`src/rtl/mc_ctrl_pkg.sv`:
```
// Shared types and encodings for the multicycle MIPS main controller.
// Optional feature macro: MC_MAINDEC_BNE_EN (adds the BNEEX state and branchne).
package mc_ctrl_pkg;

  typedef enum logic [3:0] {
    FETCH   = 4'd0,
    DECODE  = 4'd1,
    MEMADR  = 4'd2,
    MEMRD   = 4'd3,
    MEMWB   = 4'd4,
    MEMWR   = 4'd5,
    RTYPEEX = 4'd6,
    RTYPEWB = 4'd7,
    BEQEX   = 4'd8,
    ADDIEX  = 4'd9,
    ORIEX   = 4'd10,
    ANDIEX  = 4'd11,
    IWB     = 4'd12,
    JEX     = 4'd13
`ifdef MC_MAINDEC_BNE_EN
    ,
    BNEEX   = 4'd14
`endif
  } statetype;

  localparam logic [5:0] OP_RTYPE = 6'b000000;
  localparam logic [5:0] OP_LW    = 6'b100011;
  localparam logic [5:0] OP_SW    = 6'b101011;
  localparam logic [5:0] OP_BEQ   = 6'b000100;
  localparam logic [5:0] OP_BNE   = 6'b000101;
  localparam logic [5:0] OP_ADDI  = 6'b001000;
  localparam logic [5:0] OP_ORI   = 6'b001101;
  localparam logic [5:0] OP_ANDI  = 6'b001100;
  localparam logic [5:0] OP_J     = 6'b000010;

  localparam logic [2:0] ALUOP_ADD   = 3'b000;
  localparam logic [2:0] ALUOP_SUB   = 3'b001;
  localparam logic [2:0] ALUOP_FUNCT = 3'b010;
  localparam logic [2:0] ALUOP_OR    = 3'b011;
  localparam logic [2:0] ALUOP_AND   = 3'b100;

  typedef struct packed {
    logic       pcwrite;
    logic       branch;
`ifdef MC_MAINDEC_BNE_EN
    logic       branchne;
`endif
    logic       iord;
    logic       memwrite;
    logic       irwrite;
    logic       regdst;
    logic       memtoreg;
    logic       regwrite;
    logic       alusrca;
    logic [1:0] alusrcb;
    logic       zeroimm;
    logic [1:0] pcsrc;
    logic [2:0] aluop;
  } ctrl_t;

endpackage

```
`src/rtl/mc_ctrl_outdec.sv`:
```
// Moore output decoder: maps the controller state to the full control bundle.
// Optional feature macro: MC_MAINDEC_BNE_EN.
module mc_ctrl_outdec
  import mc_ctrl_pkg::*;
(
  input  statetype state_i,
  output ctrl_t    ctrl_o
);

  // Every control defaults to inactive / add; each state raises only what it needs
  always_comb begin
    ctrl_o       = '0;
    ctrl_o.aluop = ALUOP_ADD;
    case (state_i)
      FETCH: begin
        ctrl_o.irwrite = 1'b1;
        ctrl_o.pcwrite = 1'b1;
        ctrl_o.alusrcb = 2'b01;
      end
      DECODE: ctrl_o.alusrcb = 2'b11;
      MEMADR: begin
        ctrl_o.alusrca = 1'b1;
        ctrl_o.alusrcb = 2'b10;
      end
      MEMRD: ctrl_o.iord = 1'b1;
      MEMWB: begin
        ctrl_o.regwrite = 1'b1;
        ctrl_o.memtoreg = 1'b1;
      end
      MEMWR: begin
        ctrl_o.iord     = 1'b1;
        ctrl_o.memwrite = 1'b1;
      end
      RTYPEEX: begin
        ctrl_o.alusrca = 1'b1;
        ctrl_o.aluop   = ALUOP_FUNCT;
      end
      RTYPEWB: begin
        ctrl_o.regdst   = 1'b1;
        ctrl_o.regwrite = 1'b1;
      end
      BEQEX: begin
        ctrl_o.alusrca = 1'b1;
        ctrl_o.aluop   = ALUOP_SUB;
        ctrl_o.branch  = 1'b1;
        ctrl_o.pcsrc   = 2'b01;
      end
`ifdef MC_MAINDEC_BNE_EN
      BNEEX: begin
        ctrl_o.alusrca  = 1'b1;
        ctrl_o.aluop    = ALUOP_SUB;
        ctrl_o.branchne = 1'b1;
        ctrl_o.pcsrc    = 2'b01;
      end
`endif
      ADDIEX: begin
        ctrl_o.alusrca = 1'b1;
        ctrl_o.alusrcb = 2'b10;
      end
      ORIEX: begin
        ctrl_o.alusrca = 1'b1;
        ctrl_o.alusrcb = 2'b10;
        ctrl_o.zeroimm = 1'b1;
        ctrl_o.aluop   = ALUOP_OR;
      end
      ANDIEX: begin
        ctrl_o.alusrca = 1'b1;
        ctrl_o.alusrcb = 2'b10;
        ctrl_o.zeroimm = 1'b1;
        ctrl_o.aluop   = ALUOP_AND;
      end
      IWB: ctrl_o.regwrite = 1'b1;
      JEX: begin
        ctrl_o.pcwrite = 1'b1;
        ctrl_o.pcsrc   = 2'b10;
      end
      default: ctrl_o = '0;
    endcase
  end

endmodule

```
`src/rtl/mc_maindec.sv`:
```
// Multicycle MIPS main controller: state register, next-state logic, reset gating.
// Optional feature macro: MC_MAINDEC_BNE_EN (bne support and branchne port).
module mc_maindec
  import mc_ctrl_pkg::*;
(
  input  logic       clk,
  input  logic       reset,
  input  logic [5:0] op,
  output logic       pcwrite,
  output logic       branch,
`ifdef MC_MAINDEC_BNE_EN
  output logic       branchne,
`endif
  output logic       iord,
  output logic       memwrite,
  output logic       irwrite,
  output logic       regdst,
  output logic       memtoreg,
  output logic       regwrite,
  output logic       alusrca,
  output logic [1:0] alusrcb,
  output logic       zeroimm,
  output logic [1:0] pcsrc,
  output logic [2:0] aluop
);

  statetype state_q, state_d;
  statetype dec_state;
  ctrl_t    ctrl;

  // State register; reset returns to FETCH from any state
  always_ff @(posedge clk) begin
    if (reset) state_q <= FETCH;
    else       state_q <= state_d;
  end

  // Next-state: decode dispatches on op, MEMADR re-reads op to split lw/sw
  always_comb begin
    state_d = FETCH;
    case (state_q)
      FETCH: state_d = DECODE;
      DECODE: begin
        case (op)
          OP_LW, OP_SW: state_d = MEMADR;
          OP_RTYPE:     state_d = RTYPEEX;
          OP_BEQ:       state_d = BEQEX;
`ifdef MC_MAINDEC_BNE_EN
          OP_BNE:       state_d = BNEEX;
`endif
          OP_ADDI:      state_d = ADDIEX;
          OP_ORI:       state_d = ORIEX;
          OP_ANDI:      state_d = ANDIEX;
          OP_J:         state_d = JEX;
          default:      state_d = FETCH;
        endcase
      end
      MEMADR:  state_d = (op == OP_SW) ? MEMWR : MEMRD;
      MEMRD:   state_d = MEMWB;
      RTYPEEX: state_d = RTYPEWB;
      ADDIEX:  state_d = IWB;
      ORIEX:   state_d = IWB;
      ANDIEX:  state_d = IWB;
      default: state_d = FETCH;
    endcase
  end

  // During reset the outputs show FETCH values regardless of the held state
  assign dec_state = reset ? FETCH : state_q;

  mc_ctrl_outdec u_outdec (
    .state_i (dec_state),
    .ctrl_o  (ctrl)
  );

  // Output drive; architectural write enables are suppressed while reset is high
  always_comb begin
    pcwrite  = ctrl.pcwrite  & ~reset;
    irwrite  = ctrl.irwrite  & ~reset;
    memwrite = ctrl.memwrite & ~reset;
    regwrite = ctrl.regwrite & ~reset;
    branch   = ctrl.branch;
`ifdef MC_MAINDEC_BNE_EN
    branchne = ctrl.branchne;
`endif
    iord     = ctrl.iord;
    regdst   = ctrl.regdst;
    memtoreg = ctrl.memtoreg;
    alusrca  = ctrl.alusrca;
    alusrcb  = ctrl.alusrcb;
    zeroimm  = ctrl.zeroimm;
    pcsrc    = ctrl.pcsrc;
    aluop    = ctrl.aluop;
  end

endmodule

```
`config.mk`:
```
export PLATFORM = sky130hd
export DESIGN_NAME = mc_maindec
export DESIGN_NICKNAME = d
export VERILOG_FILES = /design/src/rtl/mc_ctrl_pkg.sv /design/src/rtl/mc_ctrl_outdec.sv /design/src/rtl/mc_maindec.sv
export SDC_FILE = /design/constraint.sdc
export NUM_CORES = 1
export LEC_CHECK = 0
export CELL_PAD_IN_SITES_DETAIL_PLACEMENT = 1
export CELL_PAD_IN_SITES_GLOBAL_PLACEMENT = 1
export CORE_AREA = 8 8 52 54
export CTS_CLUSTER_SIZE = 16
export DETAILED_ROUTE_END_ITERATION = 8
export DIE_AREA = 0 0 60 62
export PLACE_DENSITY = 0.9
export SLEW_MARGIN = 20
export SYNTH_ARGS = -nofsm -noshare
export SYNTH_HDL_FRONTEND = slang
export SYNTH_HIERARCHICAL = 1
export SYNTH_SLANG_ARGS = --single-unit
```
`constraint.sdc`:
```
create_clock -name clk -period 3.8 [get_ports clk]
set_input_delay 0.95 -clock clk [delete_from_list [all_inputs] [get_ports clk]]
set_output_delay 0.95 -clock clk [all_outputs]
set_load 0.02 [all_outputs]
```
==> flow_summary_export.csv, run 1 <==
group,metric,value,unit
logic_synthesis,syn_inst,73,
routing,routedWlPerCell,13.2,um
routing,firstDrtPassIters,3,
logic_synthesis,ys_types,29,
power_and_ir_drop,power.switching,0.0427,mW
logic_synthesis,synthFlopType,"dfxtp_1",
global_routing,grt_pass1_vias,680,
critical_path,worstSetupPathType,"primary input to output port",
logic_synthesis,ys_seq_elements,4,
layout,antenna_cells,0,
power_and_ir_drop,vdd_drop_max,184,uV
die,core,0.00190,mm^2
routing,vias,657,
timing,final-hold-violation-count,0,
logic_synthesis,avgSynthCellArea,6.96,um^2
timing,relSlewSlack,79.5,%
clocking,postCtsSetupBuffers,0,
power_and_ir_drop,p_leak,0.347,nW
layout,synthToLayoutAreaGrowth,70.7,%
timing,min_period,3.52,ns
clocking,clkTransAtPathRegs,0.04,ns
logic_synthesis,yosys_warnings,6,
power_and_ir_drop,total_power,0.145,mW
routing,wirelength,1.79,mm
power_and_ir_drop,p_int,0.103,mW
global_routing,grt_usage,10.2,%
logic_synthesis,yosysTopAreaCell,"dfxtp_1",
placement,port_buffers,24,
timing,final.setup_skew,0.00190,ns
global_routing,grt_start_max_net_pins,12,
clocking,cts.path.max_buffers,2,
critical_path,cp-end-kind,"output port",
logic_synthesis,synthTopCellsByCount,"nor2_1 (11), nor3_1 (10), nor2b_1 (7)",
die,io_pins,25,
critical_path,crit_required,2.85,ns
timing,tightest_slew,0.303,ns
power_and_ir_drop,seqPwrFrac,31.4,%
power_and_ir_drop,p_clk_share,37.6,%
timing,maxSlewViolCount,0,
power_and_ir_drop,comb_power_share,31.0,%
placement,dpl.hpwl,1.55,mm
layout,fin_nets,119,
run,max_cap_viol_count,0,
timing,finalSetupViolCount,0,
layout,reg_top3,"state_q (4)",
global_routing,antenna_found_initial,0,
logic_synthesis,yosysSeqAreaShare,15.8,%
layout,drive_gt1_share,19.3,%
logic_synthesis,yosys.area.top_type_share,15.8,%
layout,largest_reg_flops,4,
clocking,cts_root_buffer,"clkbuf_4",
die,die_w,60,um
layout,post-route-util,45.6,%
critical_path,crit_arrival,2.57,ns
die,die_h,62,um
timing,fin_crit_sh,92.7,%
global_routing,grt_overflow,0,
power_and_ir_drop,netSwitchingFraction,29.4,%
die,initial_utilization,26.7,%
critical_path,path_max_fanout,7,
placement,gp_congestion,0.785,
die,dieArea,0.00372,mm^2
clocking,clock_latency,0.24,ns
outcome,outcome,"completed",
timing,max_freq,0.284,GHz
clocking,numCtsBuffers,3,
layout,top_register,"state_q",
hold_path,hp-class,"flop to flop",
logic_synthesis,synth_edf_count,0,
routing,vias_per_cell,4.83,
routing,ant_nets,0,
critical_path,startpoint_type,"primary input",
logic_synthesis,ys_top_cells_by_area,"dfxtp_1 (16%), nor3_1 (9.9%), nor2b_1 (8.6%)",
clocking,cts.sinks,4,
logic_synthesis,syn-num-nets,81,
logic_synthesis,yosysMostFrequentCell,"nor2_1",
routing,drt_iter0_drc,10,
global_routing,grt_pass1_wl,2.95,mm
logic_synthesis,syn_area,508,um^2
routing,drc,0,
clocking,cts.htree.levels,1,
logic_synthesis,synthArstFlopShare,0,%
die,fp-row-count,16,
clocking,cts_tree,"yes",
power_and_ir_drop,power_density,168,mW/mm^2
timing,rsz0062_at_grt,"no",
[cells in the final DEF (no fill, tap or decap), drive strengths merged]
master and instances:
a211oi 1, a21oi 4, a31oi 1, and3b 1, and4b 2, buf 13, clkbuf 3, clkdlybuf4s50 17
dfxtp 4, dlygate4sd2 7, inv 3, maj3 1, mux2i 1, nand2 2, nand2b 4, nand3b 2
nor2 11, nor2b 7, nor3 10, nor3b 2, nor4 1, nor4b 1, o2111ai 1, o21a 2
o21ai 4, o311ai 1, or2 1, or3 1, xnor2 1
[metal layers]
metal | GRT usage (%) | wire [um] | vias up
met2 | 18.6 | 855 | 27
met4 | 7.14 | 35 | 0
met3 | 2.06 | 137 | 2
li1 | - | - | 335
met5 | 0 | 0 | -
met1 | 10.3 | 761 | 293
[power groups by stage]
stage / Sequential [mW] / Combinational [mW] / Clock (mW)
global placement: 0.0462 / 0.0447 / 0
detailed placement: 0.0463 / 0.0463 / 0
floorplan: 0.0456 / 0.0227 / 0
CTS: 0.0456 / 0.0455 / 0.0591
global route: 0.0459 / 0.0493 / 0.0598
finish: 0.0457 / 0.0450 / 0.0547
[kinds of logic (layout without fill, tap and decap cells)]
| family | after synthesis | after routing | share of synthesized area [%] |
|---|---|---|---|
| simple gates | 45 | 45 | 52.2 |
| compound gates | 14 | 14 | 18.0 |
| buf+inv | 7 | 43 | 8.37 |
| flops | 4 | 4 | 15.8 |
| fa+ha+maj | 1 | 1 | 1.97 |
| xor+xnor | 1 | 1 | 1.72 |
| mux | 1 | 1 | 1.97 |
[worst max-delay path: stages]
cell	delay (ns)
dlygate4sd2_1	0.35
nor2b_1	0.08
buf_4	0.16
nor4_2	0.27
nor2b_1	0.16
clkdlybuf4s50_1	0.61
[per-stage QoR]
stage	setup slack, ns	hold slack, ns	instances	setup TNS, ns	area [um^2]
3_3_place_gp	-0.0179	0.555	133	-0.0179	848
6_report	0.277	0.568	136	0	867
2_1_floorplan	0.553	0.500	73	0	508
4_1_cts	0.254	0.575	136	0	867
3_5_place_dp	-0.0703	0.563	133	-0.304	848
5_1_grt	0.107	0.605	136	0	867
[final timing paths]
kind                    from         end  slack (ns)  cells past startpoint
hold / removal    state_q[0]  state_q[1]        0.57                      2
setup / recovery       reset     irwrite        0.28                      6
setup reg to reg  state_q[1]  state_q[0]        2.66                      3
hold reg to reg   state_q[0]  state_q[1]        0.57                      2
[area by class of cell]
cell class / instances / area, um^2
well taps: 27 / 33.8
inverters: 3 / 11.3
repair buffers: 37 / 329
flip-flops and latches: 4 / 80.1
fillers: 242 / 1030
clock buffers: 3 / 22.5
multi-input cells: 62 / 390
[repair_timing]
item	in CTS	in global routing
hold buffers	0	0
gates resized for setup	9	0
setup endpoints to repair	8	0
endpoints found under the hold margin	0	0
Note: power is estimated with default switching activity, not from simulation.
==> inputs of run 2 (changes only) <==
Settings changed: MAX_ROUTING_LAYER set to met4.
==> run 2 against run 1 <==
  * Global-route usage up 0.29 points
  * First-iteration DRC count unchanged
  * Clock skew about the same
  * Worst hold slack about the same
  * Critical path depth unchanged
  * Total power about the same
  * Via count unchanged
  * Cell count unchanged
  * Sequential cell count unchanged
  * Die area unchanged
  * Utilization unchanged
  * Clock-buffer cell count unchanged
  * Largest cell class unchanged
  * Highest routed layer unchanged
==> flow_summary_export.csv, run 2 (same netlist as run 1, synthesis figures left out) <==
group,metric,value,unit
critical_path,r2r_slack,2.66,ns
routing,ant_nets,0,
timing,rsz0062_at_grt,"no",
clocking,clkTransAtPathRegs,0.04,ns
clocking,numCtsBuffers,3,
die,dieArea,0.00372,mm^2
die,io_pins,25,
critical_path,r2r-end,"state_q[0]",
layout,mostFrequentLayoutCells,"clkdlybuf4s50_1 (17), buf_4 (13), nor2_1 (11)",
power_and_ir_drop,power_density,168,mW/mm^2
clocking,postCtsSetupBuffers,0,
hold_path,hold_end,"state_q[1]",
layout,fin_nets,119,
run,max_cap_viol_count,0,
timing,relSlewSlack,79.5,%
clocking,cts_resized,9,
critical_path,crit_arrival,2.57,ns
layout,finalNonFillerCells,136,
critical_path,worstSetupPathType,"primary input to output port",
hold_path,hp-class,"flop to flop",
routing,drc,0,
timing,min_period,3.52,ns
routing,wl_met2,855,um
placement,port_buffers,24,
layout,drive_gt1_share,19.3,%
critical_path,path_max_fanout,7,
die,core,0.00190,mm^2
critical_path,r2r_cells,3,
global_routing,antenna_found_initial,0,
layout,reg_top3,"state_q (4)",
clocking,cts_root_buffer,"clkbuf_4",
routing,vias,657,
placement,dp.cells,133,
global_routing,grt_pass1_vias,680,
clocking,cts_tree,"yes",
critical_path,cp-end-kind,"output port",
layout,top_register,"state_q",
layout,layout_commonest_cell,"clkdlybuf4s50_1",
timing,setup_tns,0,ns
power_and_ir_drop,vdd_drop_max,184,uV
clocking,cts.htree.levels,1,
global_routing,grt_overflow,0,
routing,routedWlPerCell,13.2,um
layout,synthToLayoutAreaGrowth,70.7,%
die,initial_utilization,26.7,%
timing,final-hold-violation-count,0,
placement,dpl.hpwl,1.55,mm
clocking,hold_buffers,0,
die,die_h,62,um
critical_path,startpoint_type,"primary input",
die,die_w,60,um
timing,max_freq,0.284,GHz
global_routing,grt_pass1_wl,2.95,mm
routing,m1WireLength,767,um
routing,wirelength,1.79,mm
routing,drt_iter0_drc,10,
timing,finalSetupViolCount,0,
timing,final.setup_skew,0.00198,ns
routing,firstDrtPassIters,3,
timing,fin_crit_sh,92.7,%
critical_path,crit_required,2.85,ns
global_routing,grt_start_max_net_pins,12,
die,fp-row-count,16,
hold_path,min_delay_path_depth,2,
outcome,outcome,"completed",
global_routing,grt_usage,10.5,%
timing,maxSlewViolCount,0,
timing,tightest_slew,0.303,ns
hold_path,hp-start,"state_q[0]",
routing,wl_met3,131,um
layout,antenna_cells,0,
power_and_ir_drop,p_leak,0.347,nW
critical_path,crit-reg2reg-launch,"state_q[1]",
clocking,cts.path.max_buffers,2,
routing,routed.top_layer,"met4",
layout,largest_reg_flops,4,
clocking,clock_latency,0.24,ns
clocking,cts.sinks,4,
routing,vias_per_cell,4.83,
placement,gp_congestion,0.796,
## run 2: cell counts in the layout (fill, tap and decap cells not counted)
No cell type changed its count.
## run 2: worst max path at each step
stage | from | end | slack, ns | cells past startpoint
finish | reset | irwrite | 0.28 | 6
global route | reset | alusrca | 0.11 | 6
CTS | reset | irwrite | 0.25 | 6
detailed placement | reset | pcsrc[0] | -0.07 | 6
global placement | reset | pcwrite | -0.02 | 7
floorplan | reset | pcwrite | 0.55 | 5
## run 2: critical path: stages
cell             delay, ns
dlygate4sd2_1         0.35
nor2b_1               0.08
buf_4                 0.16
nor4_2                0.27
nor2b_1               0.16
clkdlybuf4s50_1       0.61
## run 2: power by group
group / internal, mW / switching (mW)
registers: 0.0435 / 0.00213
logic: 0.0237 / 0.0213
clock network: 0.0354 / 0.0193
## run 2: through the flow
stage	area, um^2	hold WS (ns)	setup slack (ns)	util, %	total power [mW]
floorplan	508	0.500	0.553	-	0.0683
global placement	848	0.555	-0.0179	44.6	0.0909
detailed placement	848	0.563	-0.0703	44.6	0.0926
CTS	867	0.575	0.254	45.6	0.150
global route	867	0.605	0.107	45.6	0.155
finish	867	0.568	0.277	45.6	0.145
## run 2: routing by layer
metal / GRT usage, % / vias to the layer above
li1: - / 335
met1: 10.5 / 293
met2: 18.6 / 27
met3: 1.85 / 2
met4: 7.14 / 0
met5: - / -
## run 2: area by class of cell
cell class                      instances  area (um^2)
Clock buffer                            3         22.5
Fill cell                             242         1030
Inverter                                3         11.3
Multi-Input combinational cell         62          390
Sequential cell                         4         80.1
Tap cell                               27         33.8
Timing Repair Buffer                   37          329
